--- src/rtl/alu_mul_sequencer.sv ---
// Shift-add multiply sequencer that borrows the shared ALU adder, one
// partial product per cycle, and returns the low WIDTH bits of A*B.
module alu_mul_sequencer #(
  parameter int WIDTH = 64,
  parameter int CNT_W = 7
) (
  input  logic             clk,
  input  logic             reset,
  input  logic             start,
  input  logic [WIDTH-1:0] multiplicand,
  input  logic [WIDTH-1:0] multiplier,
  output logic             busy,
  output logic             done,
  output logic [WIDTH-1:0] product,
  output logic [WIDTH-1:0] alu_a,
  output logic [WIDTH-1:0] alu_b,
  output logic [3:0]       alu_op,
  input  logic [WIDTH-1:0] alu_result
);

  // state | meaning
  // IDLE  | waiting for start, ALU operands parked at zero
  // CALC  | one shift-add iteration per cycle through the ALU
  // DONE  | product valid, done pulses; start here chains straight to CALC
  typedef enum logic [1:0] {IDLE = 2'd0, CALC = 2'd1, DONE = 2'd2} state_t;

  state_t           state_q, state_d;
  logic [WIDTH-1:0] acc, mcand, mplr;
  logic [CNT_W-1:0] count;
  logic             load, last;

  assign busy   = (state_q == CALC);
  assign done   = (state_q == DONE);
  assign alu_op = 4'b0010;

  always_comb begin
    state_d = state_q;
    load    = 1'b0;
    last    = 1'b0;
    alu_a   = '0;
    alu_b   = '0;
    case (state_q)
      IDLE: begin
        if (start) begin
          state_d = CALC;
          load    = 1'b1;
        end
      end
      CALC: begin
        alu_a = acc;
        alu_b = mplr[0] ? mcand : '0;
        // Stop as soon as no multiplier bits remain, so K tracks the top set bit.
        last  = (mplr[WIDTH-1:1] == '0) || (count == CNT_W'(WIDTH - 1));
        if (last) state_d = DONE;
      end
      DONE: begin
        if (start) begin
          state_d = CALC;
          load    = 1'b1;
        end else begin
          state_d = IDLE;
        end
      end
      default: state_d = IDLE;
    endcase
  end

  always_ff @(posedge clk) begin
    if (reset) begin
      state_q <= IDLE;
      acc     <= '0;
      mcand   <= '0;
      mplr    <= '0;
      count   <= '0;
      product <= '0;
    end else begin
      state_q <= state_d;
      if (load) begin
        acc     <= '0;
        mcand   <= multiplicand;
        mplr    <= multiplier;
        count   <= '0;
        product <= '0;
      end else if (state_q == CALC) begin
        acc   <= alu_result;
        mcand <= mcand << 1;
        mplr  <= mplr >> 1;
        count <= count + CNT_W'(1);
        if (last) product <= alu_result;
      end
    end
  end

endmodule
--- config.mk ---
export PLATFORM = sky130hd
export DESIGN_NAME = alu_mul_sequencer
export DESIGN_NICKNAME = d
export VERILOG_FILES = /design/src/rtl/alu_mul_sequencer.sv
export SDC_FILE = /design/constraint.sdc
export NUM_CORES = 1
export LEC_CHECK = 0
export BUFFER_PORTS_ARGS = -buffer_cell sky130_fd_sc_hd__buf_2
export CAP_MARGIN = 20
export CORE_MARGIN = 5
export CORE_UTILIZATION = 50
export DETAILED_ROUTE_END_ITERATION = 12
export PLACE_DENSITY_LB_ADDON = 0.2
export SYNTH_ARGS = -nofsm -noshare
export SYNTH_HDL_FRONTEND = slang
export SYNTH_SLANG_ARGS = --single-unit
--- constraint.sdc ---
create_clock -name clk -period 2.95 [get_ports clk]
set_clock_uncertainty 0.1 [all_clocks]
set_input_delay 0.1475 -clock clk [delete_from_list [all_inputs] [get_ports clk]]
set_output_delay 0.1475 -clock clk [all_outputs]
set_load 0.05 [all_outputs]
==> results of run 1 <==
==> layout by cell type (no fill, tap or decap), types with 64 or more instances in the layout <==
cell	count
nand3_1	65
nor3_1	100
and2_1	64
dfxtp_1	265
dlygate4sd3_1	193
buf_2	387
a21oi_1	92
nor2_1	208
o22ai_1	96
nand2_1	195
and3_1	64
==> stage by stage <==
stage | hold slack (ns) | std cells | total power [uW]
floorplan | 0.207 | 1516 | 4780
global placement | 0.319 | 2082 | 5140
detailed placement | 0.320 | 2083 | 5170
CTS | 0.111 | 2327 | 8950
global route | 0.141 | 2330 | 9300
finish | 0.114 | 2332 | 8950
==> repair_timing <==
action | in CTS | in global routing
hold buffers | 193 | 0
gates resized for setup | 0 | 0
buffers inserted | 0 | 0
endpoints found under the hold margin | 255 | 0
==> report_power, final <==
group          internal (uW)  switching (uW)  total [uW]
Clock                   2140            1450        3600
Combinational            570             835        1410
Sequential              3790             155        3940
==> area by class of cell <==
class                           count  area, um^2  share of cell area (%)
Antenna cell                        5        12.5                  0.0747
Clock buffer                       46         890                    5.31
Clock inverter                      5        61.3                   0.366
Inverter                            1        8.76                  0.0523
Multi-Input combinational cell   1089        5920                    35.4
Sequential cell                   265        5310                    31.7
Tap cell                          319         399                    2.38
Timing Repair Buffer              602        4140                    24.7
==> worst min-delay path by stage <==
stage              startpoint                    to  slack [ns]
2_1_floorplan   alu_result[0]   acc[0]$_SDFFE_PP0P_        0.21
3_3_place_gp    alu_result[7]   acc[7]$_SDFFE_PP0P_        0.32
3_5_place_dp   alu_result[31]  acc[31]$_SDFFE_PP0P_        0.32
4_1_cts                 reset   acc[4]$_SDFFE_PP0P_        0.11
5_1_grt                 reset   acc[5]$_SDFFE_PP0P_        0.14
6_report                reset   acc[1]$_SDFFE_PP0P_        0.11
==> synthesized netlist by cell type (3+ instances only) <==
cell	count	area [um^2]
nor2_1	210	788
a22oi_1	26	195
buf_1	10	37.5
buf_2	34	170
a211o_1	36	315
nand2b_1	3	18.8
nand2_1	196	736
nor4_1	15	93.8
a21oi_1	92	460
dfxtp_1	265	5310
nand4_1	5	31.3
a32oi_1	28	245
xnor2_1	3	26.3
a311oi_1	4	35.0
o211ai_1	28	210
clkbuf_1	112	420
xor2_1	3	26.3
a32o_1	36	360
and3_1	64	400
nand3_1	65	325
nor3_1	101	505
o22ai_1	96	601
buf_4	5	37.5
and2_1	64	400
==> cell families (layout without fill, tap and decap cells) <==
logic type,after synthesis,in the layout
compound gates,347,347
xor+xnor,6,6
fa+ha+maj,1,1
buf+inv,162,654
flops,265,265
mux,2,2
other cells,2,9
simple gates,729,729
==> flip-flops by register name, indices dropped and copies added, names as in the netlist <==
name and count:
acc 64, state_q 2, mplr 64, product 64
mcand 64, count 7
==> worst reg2reg max path, stage by stage, from the launching register on <==
cell and delay, ns:
dfxtp_1 0.33, nor4_1 0.41, nand4_1 0.25, nor4_4 0.43
buf_12 0.46, nor2_1 0.14, a211o_1 0.23
==> routing by layer <==
layer,share of wire [%],vias to the layer above,GRT usage (%)
met4,4.8,0,13.6
met1,38,6245,35.4
li1,-,6348,-
met5,0,-,0
met2,47,620,48.7
met3,9.4,150,8.51
==> impl_metrics.yaml, run 1 <==
status:
  status: "finished clean"
clocking:
  clockBufferDepth: 3
  numCtsBuffers: 29
  clkSlewWorstSetupHoldPaths_ns: 0.06
  clock_sink_count: 265
  root_buffer: "clkbuf_16"
  ctsHtreeMaxLevel: 1
  tritoncts: "done"
  insertion_delay_ns: 0.54
setup_path:
  crit_arrival_ns: 2.47
  critPathKind: "reg2out"
  critPathLaunchType: "register"
  r2r-start: "mplr[40]$_SDFFE_PP0P_"
  critPathMaxStageDelay_ns: 0.44
  path_buf_inv: 3
  rr_worst_depth: 6
  crit_cells: 5
  crit_required_ns: 2.70
  cp-end-kind: "output port"
  r2r_slack_ns: 0.47
  startpoint: "state_q[0]$_SDFFE_PP0P_"
  crit_chain: "nand2b_4, inv_6, buf_4, and3_1, buf_2"
  cp_top_family: "buffers and inverters"
  crit_fanout: 77
  cp_slowest_cell: "dfxtp_1"
  r2r_end: "product[26]$_SDFFE_PP0P_"
  setup.worst_path.end: "alu_b[58]"
sta:
  min_period_over_period_pct: 92.0
  rsz0062_at_grt: "no"
  fmax_mhz: 368
  tns_ns: 0
  slew_viol_final: 0
  relSlewSlack_pct: 25.3
  worstMarginPinSlew_ns: 1.12
  setup_viol: 0
  timing.final.ws_setup_ns: 0.236
  hold_viol_final: 0
  period_minus_slack_ns: 2.71
drt:
  antenna_left: 0
  drtIter0Drc: 1507
  drc_errors: 0
  vias: 13400
  first_pass_iters: 6
  drt_wl_total_mm: 42.2
  wl_per_cell_um: 18.1
  via_per_inst: 5.73
yosys:
  synth_xor_area_share_pct: 0.444
  synth_top_family_by_area: "simple AND/OR/NAND/NOR gates"
  yosys_warnings: 0
  yosysSeqAreaShare_pct: 44.8
  synth-compound-area-share_pct: 20.5
  synth-simple-area-share_pct: 28.2
  muxShareOfSynthArea_pct: 0.169
  synth-edff-count: 0
  async_reset_ff_share_pct: 0
  synth_area_um2: 11800
  synthAdderAreaFrac_pct: 0.106
  synth_cell_types: 33
  synth_flop_cell: "dfxtp_1"
  synth_cells: 1514
  ys_ff_latch: 265
  syn_area_per_cell_um2: 7.82
min_path:
  hold_depth: 3
  hold_path_class: "in2reg"
cells_and_area:
  drive_gt1_share_pct: 23.2
  fin_nets: 2184
  syn_to_final_growth_pct: 41.4
  utilization_pct: 71.5
  final_area_um2: 16700
  fillers: 1787
global_route:
  grt_pass1_vias: 12800
  grt_max_degree: 131
  overflow: 0
  grt_pass1_wl_mm: 65.9
  antenna_found_initial: 3
  grt_usage_pct: 29.4
floorplanning:
  die-area_um2: 26900
  rows: 56
  die_w_um: 164
  initial_core_util_pct: 50.6
  dieHeight_um: 164
  io_pins: 393
  coreArea_um2: 23400
power_and_ir_drop:
  ir_worst_vdd_v: 0.000402
  leakage_uw: 0.00772
  power.density_nw_per_um2: 534
placement:
  globalplace.congestion: 0.848
  place_area_um2: 13800
  preCtsSetupSlack_ns: 0.555
  io_buffers: 388
  hpwl_mm: 25.0
flow_run:
  maxCapViolations: 0
No activity file was read; power rests on OpenSTA's default activity.
==> run 2, diff against run 1 <==
Settings changed: CELL_PAD_IN_SITES_DETAIL_PLACEMENT set to 1, CELL_PAD_IN_SITES_GLOBAL_PLACEMENT set to 1, CORE_UTILIZATION 50 to 39, RECOVER_POWER set to 25.
==> impl_metrics.yaml, run 2 (same netlist as run 1, synthesis figures left out) <==
clocking:
  clockBufferDepth: 3
  numCtsBuffers: 30
  ctsHtreeMaxLevel: 1
  clock_sink_count: 265
  tritoncts: "done"
  clkSlewWorstSetupHoldPaths_ns: 0.06
  insertion_delay_ns: 0.55
  root_buffer: "clkbuf_16"
setup_path:
  crit_fanout: 23
  crit_arrival_ns: 2.98
  critPathLaunchType: "register"
  crit_required_ns: 3.29
  rr_worst_depth: 6
  cp-end-kind: "register"
  critPathKind: "reg2reg"
global_route:
  overflow: 0
  grt_max_degree: 158
  use_met1_pct: 31.7
  grt_usage_pct: 28.1
  antenna_found_initial: 6
  use_met3_pct: 7.42
  grt.busiest_layer: "met2"
  grt_pass1_vias: 14500
  grt_pass1_wl_mm: 78.5
  grtUsageMet2_pct: 48.9
sta:
  fmax_mhz: 379
  rsz0062_at_grt: "no"
  tns_ns: 0
  hold_viol_final: 0
  setup_viol: 0
  relSlewSlack_pct: 32.5
  worstMarginPinSlew_ns: 1.01
  min_period_over_period_pct: 89.4
  period_minus_slack_ns: 2.64
  timing.final.ws_setup_ns: 0.313
  slew_viol_final: 0
floorplanning:
  coreArea_um2: 29800
  dieHeight_um: 184
  io_pins: 393
  die_w_um: 184
  initial_core_util_pct: 39.7
  die-area_um2: 33900
  rows: 63
power_and_ir_drop:
  ir_worst_vdd_v: 0.000442
  design_power_total_uw: 9230
  power.density_nw_per_um2: 547
  leakage_uw: 0.00751
flow_run:
  maxCapViolations: 0
cells_and_area:
  drive_gt1_share_pct: 20.4
  layout_common_cells: "buf_2 (322), dfxtp_1 (265), nor2_1 (209)"
  syn_to_final_growth_pct: 42.6
  stdcell_count: 2420
  fillers: 3661
  regArea_um2: 5310
  fin_nets: 2196
  final_area_um2: 16900
  multi_input_area_um2: 5920
  final_common_cell: "buf_2"
placement:
  hpwl_mm: 29.4
  dp_cells: 2165
  preCtsSetupSlack_ns: 0.459
  globalplace.congestion: 0.825
  place_area_um2: 14000
  io_buffers: 388
min_path:
  hold_depth: 4
  hold_path_class: "in2reg"
drt:
  drc_errors: 0
  wl_per_cell_um: 21.0
  first_pass_iters: 5
  via_per_inst: 5.64
  drt_wl_total_mm: 50.9
  drtIter0Drc: 767
  antenna_left: 0
  vias: 13600
status:
  status: "finished clean"
run 2: cell types whose count changed in the layout (fill, tap and decap cells not counted), moves of 2 or more:
cell	delta
inv_6	-2
buf_4	+9
clkbuf_2	+2
clkbuf_1	+68
clkinv_2	+2
buf_2	-65
clkbuf_16	+2
run 2: per-layer routing:
layer	vias up	share of wire, %	routed length [um]
met5	-	0	0
met3	167	7.7	3910
met4	0	5.5	2810
met1	6552	38	19300
li1	6388	-	-
met2	540	49	24900
run 2: area by class of cell:
| type | instances | area share [%] |
|---|---|---|
| antenna | 6 | 0.0890 |
| clock buffer | 52 | 5.72 |
| clock inverter | 4 | 0.267 |
| inverter | 1 | 0.0519 |
| multi-input combinational | 1089 | 35.1 |
| sequential | 265 | 31.4 |
| tap | 390 | 2.89 |
| timing repair buffer | 613 | 24.5 |
run 2: stage by stage:
stage          hold slack, ns  util (%)
2_1_floorplan           0.207         -
3_3_place_gp            0.318      47.0
3_5_place_dp            0.326      47.0
4_1_cts                 0.111      56.9
5_1_grt                 0.164      56.6
6_report                0.134      56.6
run 2: where the power goes:
group          internal (uW)  leakage (uW)  switching (uW)  total (uW)
registers               3790       0.00217             178        3970
logic                    574       0.00484             886        1460
clock network           2280      0.000499            1520        3800
total                   6650       0.00751            2580        9230
run 2: final timing paths:
check	start	to	slack [ns]
worst min-delay path	start	acc[5]$_SDFFE_PP0P_	0.13
worst max-delay path	mplr[11]$_SDFFE_PP0P_	product[20]$_SDFFE_PP0P_	0.31
worst max register to register	mplr[11]$_SDFFE_PP0P_	product[20]$_SDFFE_PP0P_	0.31
worst min register to register	acc[31]$_SDFFE_PP0P_	acc[31]$_SDFFE_PP0P_	0.35
run 2: worst max-delay path: stages, from the launching register on:
cell,delay (ns)
dfxtp_1,0.33
nor4_1,0.57
nand4_1,0.24
nor4_4,0.58
buf_4,0.38
nor2_1,0.09
a211o_1,0.23
run 2: repair_timing:
item / CTS / global route
hold buffers: 193 / 0
setup buffers: 0 / 0
endpoints found under the hold margin: 256 / 0
resized for setup: 0 / 0
==> run 3, diff against run 2 <==
Clock period 2.95 ns to 3.2 ns, I/O delays scaled along.
==> impl_metrics.yaml, run 3 (same netlist as run 1, synthesis figures left out) <==
global_route:
  grt_usage_pct: 28.8
  grt_pass1_wl_mm: 80.4
  overflow: 0
  grt_pass1_vias: 14800
  antenna_found_initial: 7
  grt_max_degree: 233
clocking:
  clkSlewWorstSetupHoldPaths_ns: 0.07
  postCtsResizedCells: 0
  holdBufCountCts: 209
  root_buffer: "clkbuf_16"
  numCtsBuffers: 31
  ctsHtreeMaxLevel: 1
  clockBufferDepth: 3
  insertion_delay_ns: 0.55
  tritoncts: "done"
  post_cts_buffers: 0
  clock_sink_count: 265
cells_and_area:
  final_common_cell: "buf_2"
  fillers: 3627
  layout_common_cells: "buf_2 (322), dfxtp_1 (265), nor2_1 (209), dlygate4sd3_1 (209), nand2_1 (195)"
  drive_gt1_share_pct: 19.9
  fin_nets: 2207
  multi_input_area_um2: 5910
  utilization_pct: 56.7
  final_area_um2: 16900
  syn_to_final_growth_pct: 42.7
  regArea_um2: 5310
setup_path:
  critPathKind: "reg2reg"
  r2r_slack_ns: 0.28
  crit_fanout: 130
  cp-end-kind: "register"
  path_buf_inv: 1
  crit_required_ns: 3.54
  crit_chain: "nor4_1, nand4_1, nor4_4, buf_12, nor2_1, a211o_1"
  crit_arrival_ns: 3.26
  cp_top_family: "simple AND/OR/NAND/NOR gates"
  critPathMaxStageDelay_ns: 0.68
  cp_slowest_cell: "nor4_1"
  critPathLaunchType: "register"
drt:
  first_pass_iters: 5
  vias: 13800
  drtIter0Drc: 758
  wl_per_cell_um: 21.2
  drc_errors: 0
  antenna_left: 0
  drt_wl_total_mm: 51.4
  via_per_inst: 5.69
floorplanning:
  coreArea_um2: 29800
  die_w_um: 184
  dieHeight_um: 184
  io_pins: 393
  rows: 63
  initial_core_util_pct: 39.7
  die-area_um2: 33900
sta:
  hold_ws_ns: 0.100
  min_period_over_period_pct: 91.3
  period_minus_slack_ns: 2.92
  relSlewSlack_pct: 25.5
  worstMarginPinSlew_ns: 1.12
  rsz0062_at_grt: "no"
  hold_viol_final: 0
  setup_viol: 0
  fmax_mhz: 342
  tns_ns: 0
  slew_viol_final: 0
placement:
  hpwl_mm: 29.1
  place_area_um2: 13900
  globalplace.congestion: 0.831
  io_buffers: 388
min_path:
  hold_path_class: "in2reg"
flow_run:
  maxCapViolations: 0
power_and_ir_drop:
  power.density_nw_per_um2: 497
  leakage_uw: 0.00752
  ir_worst_vdd_v: 0.000365
status:
  status: "finished clean"
-- run 3: path summary, 6_finish.rpt --
path / startpoint / to / depth (start not counted)
worst max register to register: mplr[5]$_SDFFE_PP0P_ / product[61]$_SDFFE_PP0P_ / 6
worst min register to register: acc[6]$_SDFFE_PP0P_ / acc[6]$_SDFFE_PP0P_ / 2
worst min-delay path: start / mplr[63]$_SDFFE_PP0P_ / 4
worst max-delay path: mplr[5]$_SDFFE_PP0P_ / product[61]$_SDFFE_PP0P_ / 6
-- run 3: cell type report --
class | count | area share [%]
flip-flops and latches | 265 | 31.4
well taps | 390 | 2.89
inverters | 1 | 0.0518
diodes | 12 | 0.178
multi-input cells | 1089 | 35.0
repair buffers | 623 | 24.9
clock buffers | 41 | 5.17
clock inverters | 8 | 0.400
-- run 3: worst min-delay path, cell delays in order --
cell	delay, ns
buf_2	0.12
nor2b_2	0.20
mux2i_1	0.16
nor3_1	0.05
-- run 3: report_power, final --
part	internal, uW	leakage, uW	switching, uW
Clock	1960	0.000468	1410
Combinational	543	0.00489	833
Sequential	3490	0.00217	160
-- run 3: metal layers --
| layer | vias up | routed length (um) | track usage (%) | part of all wire, % |
|---|---|---|---|---|
| met5 | - | 0 | 0 | 0 |
| met4 | 0 | 3230 | 15.8 | 6.3 |
| met3 | 197 | 3840 | 7.28 | 7.5 |
| met2 | 548 | 25000 | 50.1 | 49 |
| met1 | 6682 | 19300 | 32.3 | 38 |
| li1 | 6396 | - | - | - |
-- run 3: through the flow --
step | power, uW | instances | setup WS, ns
2_1_floorplan | 4400 | 1516 | 0.935
3_3_place_gp | 4750 | 2159 | 0.764
3_5_place_dp | 4790 | 2159 | 0.720
4_1_cts | 8380 | 2417 | 0.449
5_1_grt | 8740 | 2424 | 0.117
6_report | 8400 | 2429 | 0.278
